**config.mk**
```make
export PLATFORM = sky130hd
export DESIGN_NAME = gpio_32_debounce
export DESIGN_NICKNAME = d
export VERILOG_FILES = /design/src/rtl/gpio_pkg.sv /design/src/rtl/gpio_db_bit.sv /design/src/rtl/gpio_32_debounce.sv
export SDC_FILE = /design/constraint.sdc
export NUM_CORES = 1
export LEC_CHECK = 0
export BUFFER_PORTS_ARGS = -buffer_cell sky130_fd_sc_hd__buf_2
export CAP_MARGIN = 20
export CELL_PAD_IN_SITES_DETAIL_PLACEMENT = 1
export CELL_PAD_IN_SITES_GLOBAL_PLACEMENT = 2
export CORE_ASPECT_RATIO = 1.25
export CORE_MARGIN = 2
export CORE_UTILIZATION = 35
export CTS_CLUSTER_SIZE = 14
export DETAILED_ROUTE_END_ITERATION = 10
export PLACE_DENSITY = 0.8
export RECOVER_POWER = 25
export SYNTH_ARGS = -nofsm -noshare
export SYNTH_HDL_FRONTEND = slang
export SYNTH_SLANG_ARGS = --single-unit
```
**constraint.sdc**
```tcl
create_clock -name PCLK -period 6.39 [get_ports PCLK]
set_input_delay 1.278 -clock PCLK [delete_from_list [all_inputs] [get_ports PCLK]]
set_output_delay 1.278 -clock PCLK [all_outputs]
set_load 0.01 [all_outputs]
```
**src/rtl/gpio_pkg.sv**
```systemverilog
// Shared constants and types for the GPIO input debounce stage.
package gpio_pkg;

  localparam int GPIO_W         = 32;
  localparam int CNT_W_DEF      = 4;
  localparam int PRESCALE_W_DEF = 16;

  // What one filter bit does on a given cycle.
  typedef enum logic [2:0] {
    ACT_HOLD,
    ACT_BYPASS,
    ACT_CLEAR,
    ACT_COUNT,
    ACT_ACCEPT
  } db_act_e;

endpackage

```
**src/rtl/gpio_db_bit.sv**
```systemverilog
// One bit of the debounce filter: stability counter, threshold compare and output flop.
module gpio_db_bit
  import gpio_pkg::*;
#(
  parameter int CNT_W = CNT_W_DEF
) (
  input  logic             PCLK,
  input  logic             PRESETn,
  input  logic             tick,
  input  logic [CNT_W-1:0] thr,
  input  logic             en,
  input  logic             sync,
  output logic             level
);

  logic [CNT_W-1:0] cnt;
  logic [CNT_W:0]   cnt_inc;
  db_act_e          act;

  assign cnt_inc = {1'b0, cnt} + (CNT_W + 1)'(1);

  always_comb begin
    act = ACT_HOLD;
    if (!en) begin
      act = ACT_BYPASS;
    end else if (sync == level) begin
      act = ACT_CLEAR;
    end else if (tick) begin
      // thr may have been lowered below a running count; >= accepts at once
      if (cnt_inc >= {1'b0, thr}) act = ACT_ACCEPT;
      else                        act = ACT_COUNT;
    end
  end

  always_ff @(posedge PCLK or negedge PRESETn) begin
    if (!PRESETn) begin
      cnt   <= '0;
      level <= 1'b0;
    end else begin
      case (act)
        ACT_BYPASS: begin
          cnt   <= '0;
          level <= sync;
        end
        ACT_CLEAR:  cnt <= '0;
        ACT_COUNT:  cnt <= cnt_inc[CNT_W-1:0];
        ACT_ACCEPT: begin
          cnt   <= '0;
          level <= sync;
        end
        default: ;
      endcase
    end
  end

endmodule

```
**src/rtl/gpio_32_debounce.sv**
```systemverilog
// 32-bit pad synchroniser, shared tick prescaler and per-bit debounce filters.
// Define GPIO_DB_SYNC3_EN for a three-stage synchroniser (adds one cycle of latency).
module gpio_32_debounce
  import gpio_pkg::*;
#(
  parameter int CNT_W      = CNT_W_DEF,
  parameter int PRESCALE_W = PRESCALE_W_DEF
) (
  input  logic                  PCLK,
  input  logic                  PRESETn,
  input  logic [GPIO_W-1:0]     gpio_in,
  input  logic [GPIO_W-1:0]     db_en,
  input  logic [PRESCALE_W-1:0] db_prescale,
  input  logic [CNT_W-1:0]      db_threshold,
  output logic [GPIO_W-1:0]     gpio_sync,
  output logic [GPIO_W-1:0]     debounced_gpio_in
);

  logic [GPIO_W-1:0]     sync1;
  logic [GPIO_W-1:0]     sync2;
  logic [PRESCALE_W-1:0] pcnt;
  logic                  tick;
  logic [CNT_W-1:0]      thr;

`ifdef GPIO_DB_SYNC3_EN
  logic [GPIO_W-1:0] sync3;

  always_ff @(posedge PCLK or negedge PRESETn) begin
    if (!PRESETn) begin
      sync1 <= '0;
      sync2 <= '0;
      sync3 <= '0;
    end else begin
      sync1 <= gpio_in;
      sync2 <= sync1;
      sync3 <= sync2;
    end
  end

  assign gpio_sync = sync3;
`else
  always_ff @(posedge PCLK or negedge PRESETn) begin
    if (!PRESETn) begin
      sync1 <= '0;
      sync2 <= '0;
    end else begin
      sync1 <= gpio_in;
      sync2 <= sync1;
    end
  end

  assign gpio_sync = sync2;
`endif

  // >= rather than == so lowering db_prescale below pcnt ticks next cycle instead of wrapping
  assign tick = (pcnt >= db_prescale);

  always_ff @(posedge PCLK or negedge PRESETn) begin
    if (!PRESETn) begin
      pcnt <= '0;
    end else if (tick) begin
      pcnt <= '0;
    end else begin
      pcnt <= pcnt + PRESCALE_W'(1);
    end
  end

  assign thr = (db_threshold == '0) ? CNT_W'(1) : db_threshold;

  for (genvar i = 0; i < GPIO_W; i++) begin : g_bit
    gpio_db_bit #(
      .CNT_W (CNT_W)
    ) u_bit (
      .PCLK    (PCLK),
      .PRESETn (PRESETn),
      .tick    (tick),
      .thr     (thr),
      .en      (db_en[i]),
      .sync    (gpio_sync[i]),
      .level   (debounced_gpio_in[i])
    );
  end

endmodule

```
**Word level (Yosys, flattened, before mapping)**

Cells that the tools add are included.
W data, S select, Z words.

- $add $sub $neg: 33
- Multiplexer cells: 162
- Reduce and logical (&&, ||, !) cells: 97
- $lt $le $gt $ge: 33
- Equal/unequal tests: 160

Operator list:

| operator | count |
|---|---|
| $mux W3 | 128 |
| $pmux W4 S2 | 32 |
| $eq A3 B2 Y1 const B | 64 |
| $add A4 B1 Y5 const B | 32 |
| $ge A5 B4 Y1 | 32 |
| $eq A3 B1 Y1 const B | 32 |
| $eq A3 B3 Y1 const B | 32 |
| $reduce_or A3 Y1 | 32 |
| $reduce_bool A2 Y1 | 32 |
| $reduce_or A2 Y1 | 32 |
| $eq A1 B1 Y1 | 32 |
| $add A16 B1 Y16 const B | 1 |
| $ge A16 B16 Y1 | 1 |
| $mux W16 | 1 |
| $logic_not A4 Y1 | 1 |
| $mux W4 | 1 |

- Flip-flop bits (word level): 240
- Word-level logic and storage cells: 552
- Output and inout port bits: 64
- Input port bits: 86

**Logic depth before layout (Yosys ltp)**

Gate-level depths: netlist (run 1).

- Depth in word-level cells: 10
- Depth in mapped cells: 11
- Mapped depth without buffers: 9

**Cells and area by module**

A second synthesis (run 1) with hierarchy kept.

- Cells, all modules: 1449
- Area total of the unflattened synthesis: 15531.1 µm²

By module, submodules not included:

| module | times used | cells an instance | sequential area each (µm²) | area an instance (µm²) |
|---|---|---|---|---|
| gpio_db_bit | 32 | 39 | 125.1 | 395.4 |
| gpio_32_debounce | 1 | 201 | 2001.9 | 2879.0 |

**Least setup slack after synthesis (run 1)**

Ideal clock, no wire load.

- Path kind: input -> register
- From: input db_threshold[1]
- To: register g_bit[0].u_bit.cnt[0]
- Setup time: 77 ps
- Path slack: 2385 ps
- Data arrival time: 3928 ps
- Data required time: 6313 ps
- Stages on the path: 9
- Path buffers: 0
- Path through: inv_1 -> a31o_2 -> ha_1 -> nand2b_1 -> a211oi_1 -> o31ai_1 -> a21oi_1 -> o211ai_1 -> a21oi_1

- Longest elaborated chain between the ends: 10
- Elaborated cells between the ends (all ways): 14
- Those cells by class: order compare: 1; eq/ne: 4; mux: 6; reduce/logical: 3

Ends and longest elaborated chain:

| what | line | source |
|---|---|---|
| from (decl) | gpio_32_debounce.sv:14 | `input logic [CNT_W-1:0] db_threshold,` |
| $logic_not A4 Y1 | gpio_32_debounce.sv:68 | `assign thr = (db_threshold == '0) ? CNT_W'(1) : db_threshold;` |
| $mux W4 * | gpio_32_debounce.sv:68 |  |
| $ge A5 B4 Y1 * | gpio_db_bit.sv:30 | `if (cnt_inc >= {1'b0, thr}) act = ACT_ACCEPT;` |
| $mux W3 * | gpio_db_bit.sv:30 |  |
| $mux W3 * | gpio_db_bit.sv:28 | `end else if (tick) begin` |
| $mux W3 * | gpio_db_bit.sv:26 | `end else if (sync == level) begin` |
| $mux W3 * | gpio_db_bit.sv:24 | `if (!en) begin` |
| $eq A3 B1 Y1 (tied with other cells) | gpio_db_bit.sv:40 | `case (act)` |
| $reduce_or A3 Y1 (no source line) | -- |  |
| $pmux W4 S2 or $reduce_bool A2 Y1 (tied branches) | -- |  |
| to (signal assigned) | gpio_db_bit.sv:46 | `ACT_COUNT: cnt <= cnt_inc[CNT_W-1:0];` |
| to (decl) | gpio_db_bit.sv:16 | `logic [CNT_W-1:0] cnt;` |

Mark *: on every way between the ends. The rest lies on a longest branch, timed or not.
A chain may end at the register's enable or synchronous reset.

**Final worst setup path (run 1)**

- From: input db_threshold[3]
- To: register g_bit[14].u_bit.cnt[0]

- Longest elaborated chain between the ends: 10
- Elaborated cells between the ends (all ways): 14
- Those cells by class: order compare: 1; eq/ne: 4; mux: 6; reduce/logical: 3

Ends and longest elaborated chain:

| what | line |
|---|---|
| $logic_not A4 Y1 | gpio_32_debounce.sv:68 |
| $mux W4 * | gpio_32_debounce.sv:68 |
| $ge A5 B4 Y1 * | gpio_db_bit.sv:30 |
| $mux W3 * | gpio_db_bit.sv:30 |
| $mux W3 * | gpio_db_bit.sv:28 |
| $mux W3 * | gpio_db_bit.sv:26 |
| $mux W3 * | gpio_db_bit.sv:24 |
| $eq A3 B1 Y1 (tied with other cells) | gpio_db_bit.sv:40 |
| $reduce_or A3 Y1 (no source line) | -- |
| $pmux W4 S2 or $reduce_bool A2 Y1 (tied branches) | -- |
| to (signal assigned) | gpio_db_bit.sv:46 |
| to (decl) | gpio_db_bit.sv:16 |

Marked as above.

==> results of run 1 <==
cells by family after synthesis:
| family | Yosys count |
|---|---|
| AOI/OAI and AO/OA | 433 |
| xor gates and xnor gates | 110 |
| adders and majority gates | 124 |
| buffers and inverters | 245 |
| DFF | 240 |
| muxes | 1 |
| and+or+nand+nor | 619 |
cell usage in the layout, fill, tap and decap left out, types with 8 or more instances in the layout:
cell	instances
a211oi_1	40
a21oi_1	76
a221oi_1	22
a22oi_1	41
a31oi_1	32
and2_1	33
and3_1	25
buf_2	148
clkbuf_1	8
clkbuf_16	29
dfrtp_1	240
ha_1	115
inv_1	99
maj3_1	9
nand2_1	77
nand2b_1	33
nand3_1	141
nand3b_1	9
nand4_1	60
nand4b_1	23
nor2_1	125
nor3_1	55
nor3b_1	22
o211ai_1	116
o21ai_0	16
o21ai_1	19
o311ai_0	23
o31ai_1	8
o32ai_1	9
o41ai_1	8
or3_1	9
xnor2_1	20
xor2_1	90
synth_stat cells (26+ instances only):
cell type,number,share of area [%]
nor2_1,125,2.9
nand3_1,141,4.4
nor3_1,55,1.7
and2_1,33,1.3
nand2b_1,33,1.3
a31oi_1,32,1.3
a22oi_1,41,1.9
dfrtp_1,240,38
o211ai_1,116,5.4
nand4_1,60,2.3
a21oi_1,77,2.4
buf_4,67,3.1
inv_1,100,2.3
xor2_1,90,4.9
clkbuf_1,37,0.87
nand2_1,77,1.8
a211oi_1,40,1.9
ha_1,115,9.0
buf_2,26,0.81
worst max-delay path by stage:
stage                          from                     end  slack [ns]  cells past startpoint
finish              db_threshold[3]  g_bit[14].u_bit.cnt[0]        2.39                     11
CTS                 db_threshold[3]  g_bit[14].u_bit.cnt[0]        2.35                     11
detailed placement  db_threshold[3]  g_bit[14].u_bit.cnt[0]        1.75                     11
global route        db_threshold[3]   g_bit[8].u_bit.cnt[0]        2.10                     11
floorplan           db_threshold[1]   g_bit[0].u_bit.cnt[0]        2.38                      9
global placement    db_threshold[3]  g_bit[11].u_bit.cnt[0]        1.88                     11
power groups by stage:
stage | Combinational [mW] | Clock, mW | Sequential [mW]
after floorplan | 0.604 | 0 | 1.74
after global placement | 0.816 | 0 | 1.77
after detailed placement | 0.852 | 0 | 1.77
after CTS | 0.858 | 1.76 | 1.75
after global routing | 0.949 | 1.82 | 1.76
final | 0.841 | 1.70 | 1.74
layer usage:
metal | routed length (um) | track usage [%] | vias up | share of wire (%)
met5 | 13 | 0 | - | 0.028
met4 | 976 | 5.19 | 2 | 2.1
met3 | 1210 | 2.24 | 54 | 2.6
met2 | 24000 | 36.9 | 158 | 52
met1 | 19800 | 22.6 | 7105 | 43
li1 | - | - | 6634 | -
cell type report:
cell class / count / area [sq um]
Clock buffer: 43 / 838
Clock inverter: 7 / 113
Fill cell: 5222 / 27400
Inverter: 101 / 379
Multi-Input combinational cell: 1287 / 8790
Sequential cell: 240 / 6010
Tap cell: 578 / 723
Timing Repair Buffer: 161 / 908
state kept, by name, summed over array words and instances, names as in the netlist:
name / flops
g_bit.u_bit.cnt: 128
g_bit.u_bit.level: 32
gpio_sync: 32
pcnt: 16
sync1: 32
==> impl_metrics.ini, run 1 <==
[clocking]
cts_buffers = 29
clk_path_buf_depth = 3
clock-sinks = 240
clock-root-buffer = clkbuf_16
postCtsHoldBufs = 0
cts_setup_buffers = 0
cts.htree.levels = 1
clk_pin_slew_ns = 0.06
clock_latency_ns = 0.57
cts_resized = 0
cts_tree = yes

[synthesis]
synthCells = 1772
ys_warn_count = 0
synth_top_family_by_area = simple AND/OR/NAND/NOR gates
ys_async_sr_fraction_pct = 100
synthXorXnorAreaFrac_pct = 6.02
synthFlopType = dfrtp_1
synth_area_per_cell_sq_um = 9.03
synth-seq-cells = 240
synthMuxAreaShare_pct = 0.0704
synth_area_sq_um = 16000
synthSimpleGateAreaFrac_pct = 20.1
syn-num-nets = 1973
synth_compound_area_share_pct = 18.9
synth-edff-count = 0
synth_cell_types = 52
synthAdderAreaFrac_pct = 9.56
synth_seq_area_share_pct = 37.5

[placed_design]
gp_congestion = 0.769
port_buffers = 149
dpl.hpwl_mm = 29.6
place_area_sq_um = 16800
place_inst = 2367
place_ws_ns = 1.75

[power_and_ir_drop]
ir_worst_vdd_v = 0.000193
p_comb_share_pct = 19.6
power_mw = 4.29
internal_power_mw = 2.93
p_seq_share_pct = 40.7
p_leak_nw = 7.65
swShare_pct = 31.6
power.density_nw_per_um2 = 241
pwr-share-clk_pct = 39.7
p_sw_mw = 1.35

[final_layout]
drive_gt1_share_pct = 11.6
syn_to_final_growth_pct = 11.0
final_core_utilization_pct = 39.3
n_antenna_cell = 0
stdcell_count = 2417
design_area_sq_um = 17800
nets = 2021

[drt]
drc_errors = 0
wl_per_cell_um = 19.0
via_per_inst = 5.77
ant_nets = 0
dr.pass1.iters = 4
wirelength_mm = 46.0
vias = 14000
drt-initial-drc-count = 590

[sta]
finalCritPeriodShare_pct = 62.6
period_needed_ns = 4.00
skew_ns = 0.0109
finalSetupViolCount = 0
worstMarginPinSlew_ns = 0.930
max_slew_margin_pct = 38.0
rsz0062_at_grt = false
max_freq_mhz = 250
slew_violations = 0
final_hold_viol_count = 0
whs_ns = 0.347
layout_setup_ws_ns = 2.39
fin_tns_setup_ns = 0

[worst_setup_path]
cpPeakStageDelay_ns = 0.78
end_kind = register
worstPathMaxFanout = 25
rr_worst_depth = 9
r2r_end = g_bit[1].u_bit.cnt[0]
worstPathArrival_ns = 4.49
path_buf_inv = 3
critPathTopFamily = compound AO/OA/AOI/OAI gates
r2r_slack_ns = 2.98
worstSetupStartpointType = primary input
crit_required_ns = 6.88
worstReg2RegStart = pcnt[0]
cp_cell_sequence = buf_2 > inv_1 > a31o_2 > buf_4 > ha_1 > nand2b_1 > a221oi_1 > a211oi_1 > nor3_1 > o211ai_1 > a21oi_1
critPathSlowestCell = a31o_2
critical_path_class = in -> reg

[min_path]
hold_path_class = reg -> reg
hp-start = sync1[31]
min_path_cells = 0
min_to = gpio_sync[31]

[global_route]
grt_max_degree = 166
first_global_vias = 15000
grt.overflow.total = 0
antenna_found_initial = 1
grt_pass1_wl_mm = 76.8
grt_usage_pct = 19.3

[floorplan]
row_count = 87
core-area_sq_um = 45200
ios = 150
die_x_um = 195
die-height_um = 243
start_util_pct = 35.4
dieArea_sq_um = 47400

[status]
status = complete, no violations

[run]
cap_violations = 0
(Power assumes the default switching activity.)
==> inputs of run 2 (changes only) <==
- CORE_UTILIZATION: 35 -> 34
- PLACE_DENSITY: 0.8 -> 0.81
- clock period: 6.39 -> 3.6 ns (I/O delays scaled with it)
==> run 2 against run 1 <==
The run now ends with capacitance limit, slew limit left. Highest routed layer is now met4. First-iteration DRC count shrank 10%. Sequential power grew 78%. Cell count grew 3.7%. Largest cell class unchanged. Via count grew 1.4%.
==> impl_metrics.ini, run 2 (synthesis gave the netlist of run 1 again) <==
[status]
status = finished, violations left
failed_checks = capacitance limit, slew limit

[drt]
vias = 14100
ant_nets = 0
drc_errors = 0
wirelength_mm = 47.1
via_per_inst = 5.64
dr.pass1.iters = 5
wl_per_cell_um = 18.8
drt-initial-drc-count = 529

[clocking]
clock-root-buffer = clkbuf_16
clk_path_buf_depth = 3
cts_setup_buffers = 0
clk_pin_slew_ns = 0.06
postCtsHoldBufs = 0
cts_tree = yes
clock-sinks = 240
cts_resized = 0
cts_buffers = 30
clock_latency_ns = 0.57
cts.htree.levels = 1

[worst_setup_path]
cpPeakStageDelay_ns = 0.46
cp.depth = 9
critPathSlowestCell = dfrtp_1
cp_cell_sequence = inv_1 > ha_1 > or3b_1 > o2111ai_1 > a31oi_1 > o21a_4 > nor2_4 > buf_4 > o311ai_0
worstPathMaxFanout = 22
critPathTopFamily = compound AO/OA/AOI/OAI gates
endpoint = g_bit[9].u_bit.level
crit_required_ns = 4.03
worstSetupStartpointType = register
critical_path_class = reg -> reg
crit_path_start = pcnt[0]
worstPathArrival_ns = 3.30
path_buf_inv = 2
end_kind = register
r2r_end = g_bit[9].u_bit.level
r2r_slack_ns = 0.72
worstReg2RegStart = pcnt[0]
rr_worst_depth = 9

[final_layout]
largest_reg_flops = 128
regMostFlops = g_bit.u_bit.cnt
drive_gt1_share_pct = 13.6
nFillCells = 5397
multi_input_area_sq_um = 8790
final_cell_mix = 240 x dfrtp_1, 147 x buf_2, 141 x nand3_1
syn_to_final_growth_pct = 14.6
layout_commonest_cell = dfrtp_1
nets = 2059
seq_area_sq_um = 6010
design_area_sq_um = 18300

[min_path]
hold_path_class = in -> reg
hp-start = gpio_in[21]

[power_and_ir_drop]
p_leak_nw = 7.92
ir_worst_vdd_v = 0.000301
power_mw = 8.03
power.density_nw_per_um2 = 438

[sta]
period_needed_ns = 2.88
skew_ns = 0.00881
rsz0062_at_grt = false
finalCritPeriodShare_pct = 80.0
max_slew_margin_pct = -43.9
finalSetupViolCount = 0
final_hold_viol_count = 0
slew_violations = 69
max_freq_mhz = 347
worstMarginPinSlew_ns = 2.16
fin_tns_setup_ns = 0

[global_route]
antenna_found_initial = 1
grt_usage_pct = 19.4
grt_max_degree = 74
grt_pass1_wl_mm = 77.7
first_global_vias = 15200
grt.overflow.total = 0

[floorplan]
die_x_um = 198
start_util_pct = 34.5
dieArea_sq_um = 48800
row_count = 88
die-height_um = 247
ios = 150
core-area_sq_um = 46400

[placed_design]
dpl.hpwl_mm = 31.6
place_area_sq_um = 17300
gp_congestion = 0.771
port_buffers = 149

[run]
cap_violations = 1
[run 2: final cells by class]
cell class | count | share of cell area (%)
Clock buffer | 37 | 4.57
Multi-Input combinational cell | 1287 | 47.9
Inverter | 101 | 2.07
Timing Repair Buffer | 198 | 7.02
Tap cell | 630 | 4.30
Antenna cell | 1 | 0.0137
Sequential cell | 240 | 32.8
Clock inverter | 13 | 1.32
[run 2: worst reg2reg max path, cell delays in order (launching register included)]
cell and delay (ns):
dfrtp_1 0.46, inv_1 0.09, ha_1 0.28, or3b_1 0.11, o2111ai_1 0.11, a31oi_1 0.44
o21a_4 0.45, nor2_4 0.11, buf_4 0.26, o311ai_0 0.45
[run 2: routing by layer]
layer	routed length, um	vias up	track usage, %
met2	24300	182	36.7
li1	-	6709	-
met4	986	0	5.53
met3	1300	58	2.09
met5	0	-	0
met1	20500	7194	22.9
[run 2: power breakdown]
group / total [mW] / internal, mW / switching (mW)
combinational: 1.59 / 0.591 / 0.995
clock: 3.35 / 2.13 / 1.22
sequential: 3.10 / 2.88 / 0.224
total: 8.03 / 5.59 / 2.44
[run 2: through the flow]
| step | instances | hold WS, ns | utilization [%] | worst slack, ns |
|---|---|---|---|---|
| 2_1_floorplan | 1772 | 0.331 | - | 0.153 |
| 3_3_place_gp | 2456 | 0.332 | 37.2 | 0.444 |
| 3_5_place_dp | 2456 | 0.336 | 37.2 | 0.299 |
| 4_1_cts | 2506 | 0.144 | 39.6 | 0.646 |
| 5_1_grt | 2507 | 0.226 | 39.5 | 0.438 |
| 6_report | 2507 | 0.253 | 39.5 | 0.721 |
[run 2: how the worst min path moves through the flow]
stage                          to  cells after the start  slack (ns)
floorplan            gpio_sync[0]                      0        0.33
detailed placement  gpio_sync[29]                      0        0.34
global placement    gpio_sync[31]                      0        0.33
finish                  sync1[21]                      1        0.25
global route            sync1[27]                      1        0.23
CTS                     sync1[18]                      1        0.14
==> inputs of run 3 (changes only) <==
- CORE_UTILIZATION: 34 -> 35
- PLACE_DENSITY: 0.81 -> 0.8
- clock period: 3.6 -> 2.7 ns (I/O delays scaled with it)
==> run 3 against run 2 <==
The run still ends with capacitance limit, slew limit left. Global-route usage is 0.64 points higher. Critical path depth unchanged. Utilization is 2.0 points higher. Final area rose by 2.4%. Sequential share of layout area fell by 0.76 points. Count of clock-buffer cells in the layout rose by 9. Fmax rose by 17%. Total power increased by 31%. Critical endpoint is now g_bit[3].u_bit.level. Highest routed layer unchanged.
==> impl_metrics.ini, run 3 (synthesis gave the netlist of run 1 again) <==
[worst_setup_path]
worstSetupStartpointType = register
rr_worst_depth = 9
crit_required_ns = 3.13
critical_path_class = reg -> reg
critPathSlowestCell = or3b_1
worstPathMaxFanout = 24
critPathTopFamily = compound AO/OA/AOI/OAI gates
worstReg2RegStart = pcnt[0]
end_kind = register
r2r_slack_ns = 0.24
worstPathArrival_ns = 2.89
cp_cell_sequence = inv_1 > ha_1 > or3b_1 > o2111ai_1 > a31oi_1 > o21a_4 > nor2_4 > buf_12 > o311ai_0
r2r_end = g_bit[3].u_bit.level
cpPeakStageDelay_ns = 0.38
path_buf_inv = 2

[clocking]
cts_resized = 0
clk_pin_slew_ns = 0.06
clock-root-buffer = clkbuf_16
clk_path_buf_depth = 3
clock-sinks = 240
cts.htree.levels = 1
cts_tree = yes
cts_setup_buffers = 0
clock_latency_ns = 0.58
cts_buffers = 31

[floorplan]
core-area_sq_um = 45200
die_x_um = 195
die-height_um = 243
row_count = 87
ios = 150
start_util_pct = 35.4
dieArea_sq_um = 47400

[drt]
drc_errors = 0
ant_nets = 0
via_per_inst = 5.72
dr.pass1.iters = 4
vias = 14200
wl_per_cell_um = 18.8
drt-initial-drc-count = 485
wirelength_mm = 46.9

[sta]
finalSetupViolCount = 0
worstMarginPinSlew_ns = 2.02
max_freq_mhz = 406
final_hold_viol_count = 0
slew_violations = 72
finalCritPeriodShare_pct = 91.2
period_needed_ns = 2.46
skew_ns = 0.0172
rsz0062_at_grt = false
fin_tns_setup_ns = 0
max_slew_margin_pct = -34.4

[run]
cap_violations = 1

[global_route]
antenna_found_initial = 2
grt_max_degree = 74
grt.overflow.total = 0
grt_pass1_wl_mm = 79.3
grt_usage_pct = 20.0
first_global_vias = 15600

[placed_design]
gp_congestion = 0.807
port_buffers = 149
dpl.hpwl_mm = 31.9
place_inst = 2430

[final_layout]
drive_gt1_share_pct = 17.8
syn_to_final_growth_pct = 17.3
largest_reg_flops = 128
regMostFlops = g_bit.u_bit.cnt
layout_commonest_cell = dfrtp_1
nets = 2087
final_cell_mix = 240 x dfrtp_1, 145 x buf_2, 141 x nand3_1
stdcell_count = 2488

[min_path]
min_path_cells = 1
hold_path_class = in -> reg
min_to = sync1[18]
hp-start = gpio_in[18]

[power_and_ir_drop]
pwr-share-clk_pct = 39.9
swShare_pct = 31.5
ir_worst_vdd_v = 0.000463
power.density_nw_per_um2 = 562
internal_power_mw = 7.23
p_seq_share_pct = 39.0
p_sw_mw = 3.32
p_comb_share_pct = 21.1
p_leak_nw = 8.14

[status]
status = finished, violations left
failed_checks = capacitance limit, slew limit
[run 3: changes by cell type in the layout (fill, tap and decap cells not counted), sizes merged]
cell         previous run  this run
bufinv                  7         2
dlygate4sd3             0         1
clkinv                  5         6
buf                   196       221
clkbuf                 39        49
diode                   1         2
[run 3: through the flow]
stage               hold WS [ns]  utilization (%)  instance area, sq um  worst slack (ns)  power [mW]
detailed placement         0.336             39.3                 17800            -0.204        6.44
floorplan                  0.244                -                 16300            -0.254        5.60
global placement           0.332             39.3                 17800            -0.140        6.34
finish                    0.0576             41.6                 18800             0.238        10.6
CTS                       0.0323             41.6                 18800             0.180        10.7
global route              0.0406             41.5                 18800            0.0535        11.2
[run 3: what timing repair did]
item | CTS | global route
setup endpoints to repair | 0 | 0
hold endpoints to repair | 67 | 0
hold buffers | 1 | 0
[run 3: layout make-up]
type | instances | area (sq um)
Antenna cell | 2 | 5.00
Clock buffer | 46 | 922
Clock inverter | 9 | 103
Fill cell | 5208 | 26400
Inverter | 101 | 383
Multi-Input combinational cell | 1287 | 9110
Sequential cell | 240 | 6010
Tap cell | 578 | 723
Timing Repair Buffer | 225 | 1520
[run 3: worst max path at each step]
| stage | startpoint | to | slack, ns | cells after the start |
|---|---|---|---|---|
| 6_report | pcnt[0] | g_bit[3].u_bit.level | 0.24 | 9 |
| 4_1_cts | pcnt[0] | g_bit[3].u_bit.level | 0.18 | 9 |
| 5_1_grt | PRESETn | gpio_sync[7] | 0.05 | 3 |
| 3_3_place_gp | db_threshold[1] | g_bit[6].u_bit.cnt[2] | -0.14 | 11 |
| 2_1_floorplan | db_threshold[1] | g_bit[23].u_bit.cnt[2] | -0.25 | 9 |
| 3_5_place_dp | db_threshold[1] | g_bit[6].u_bit.cnt[2] | -0.20 | 11 |
[run 3: power by group through the flow]
stage               clock network, mW  registers (mW)  logic [mW]
global route                     4.49            4.16        2.50
CTS                              4.35            4.12        2.27
global placement                    0            4.17        2.17
finish                           4.21            4.12        2.23
detailed placement                  0            4.18        2.25
floorplan                           0            4.11        1.49
[run 3: routing by layer]
layer | vias up | global-route usage (%) | share of wire [%]
met5 | - | 0 | 0
met2 | 168 | 37.5 | 52
met3 | 54 | 2.13 | 2.7
met1 | 7225 | 24.1 | 43
met4 | 0 | 5.50 | 2.1
li1 | 6773 | - | -
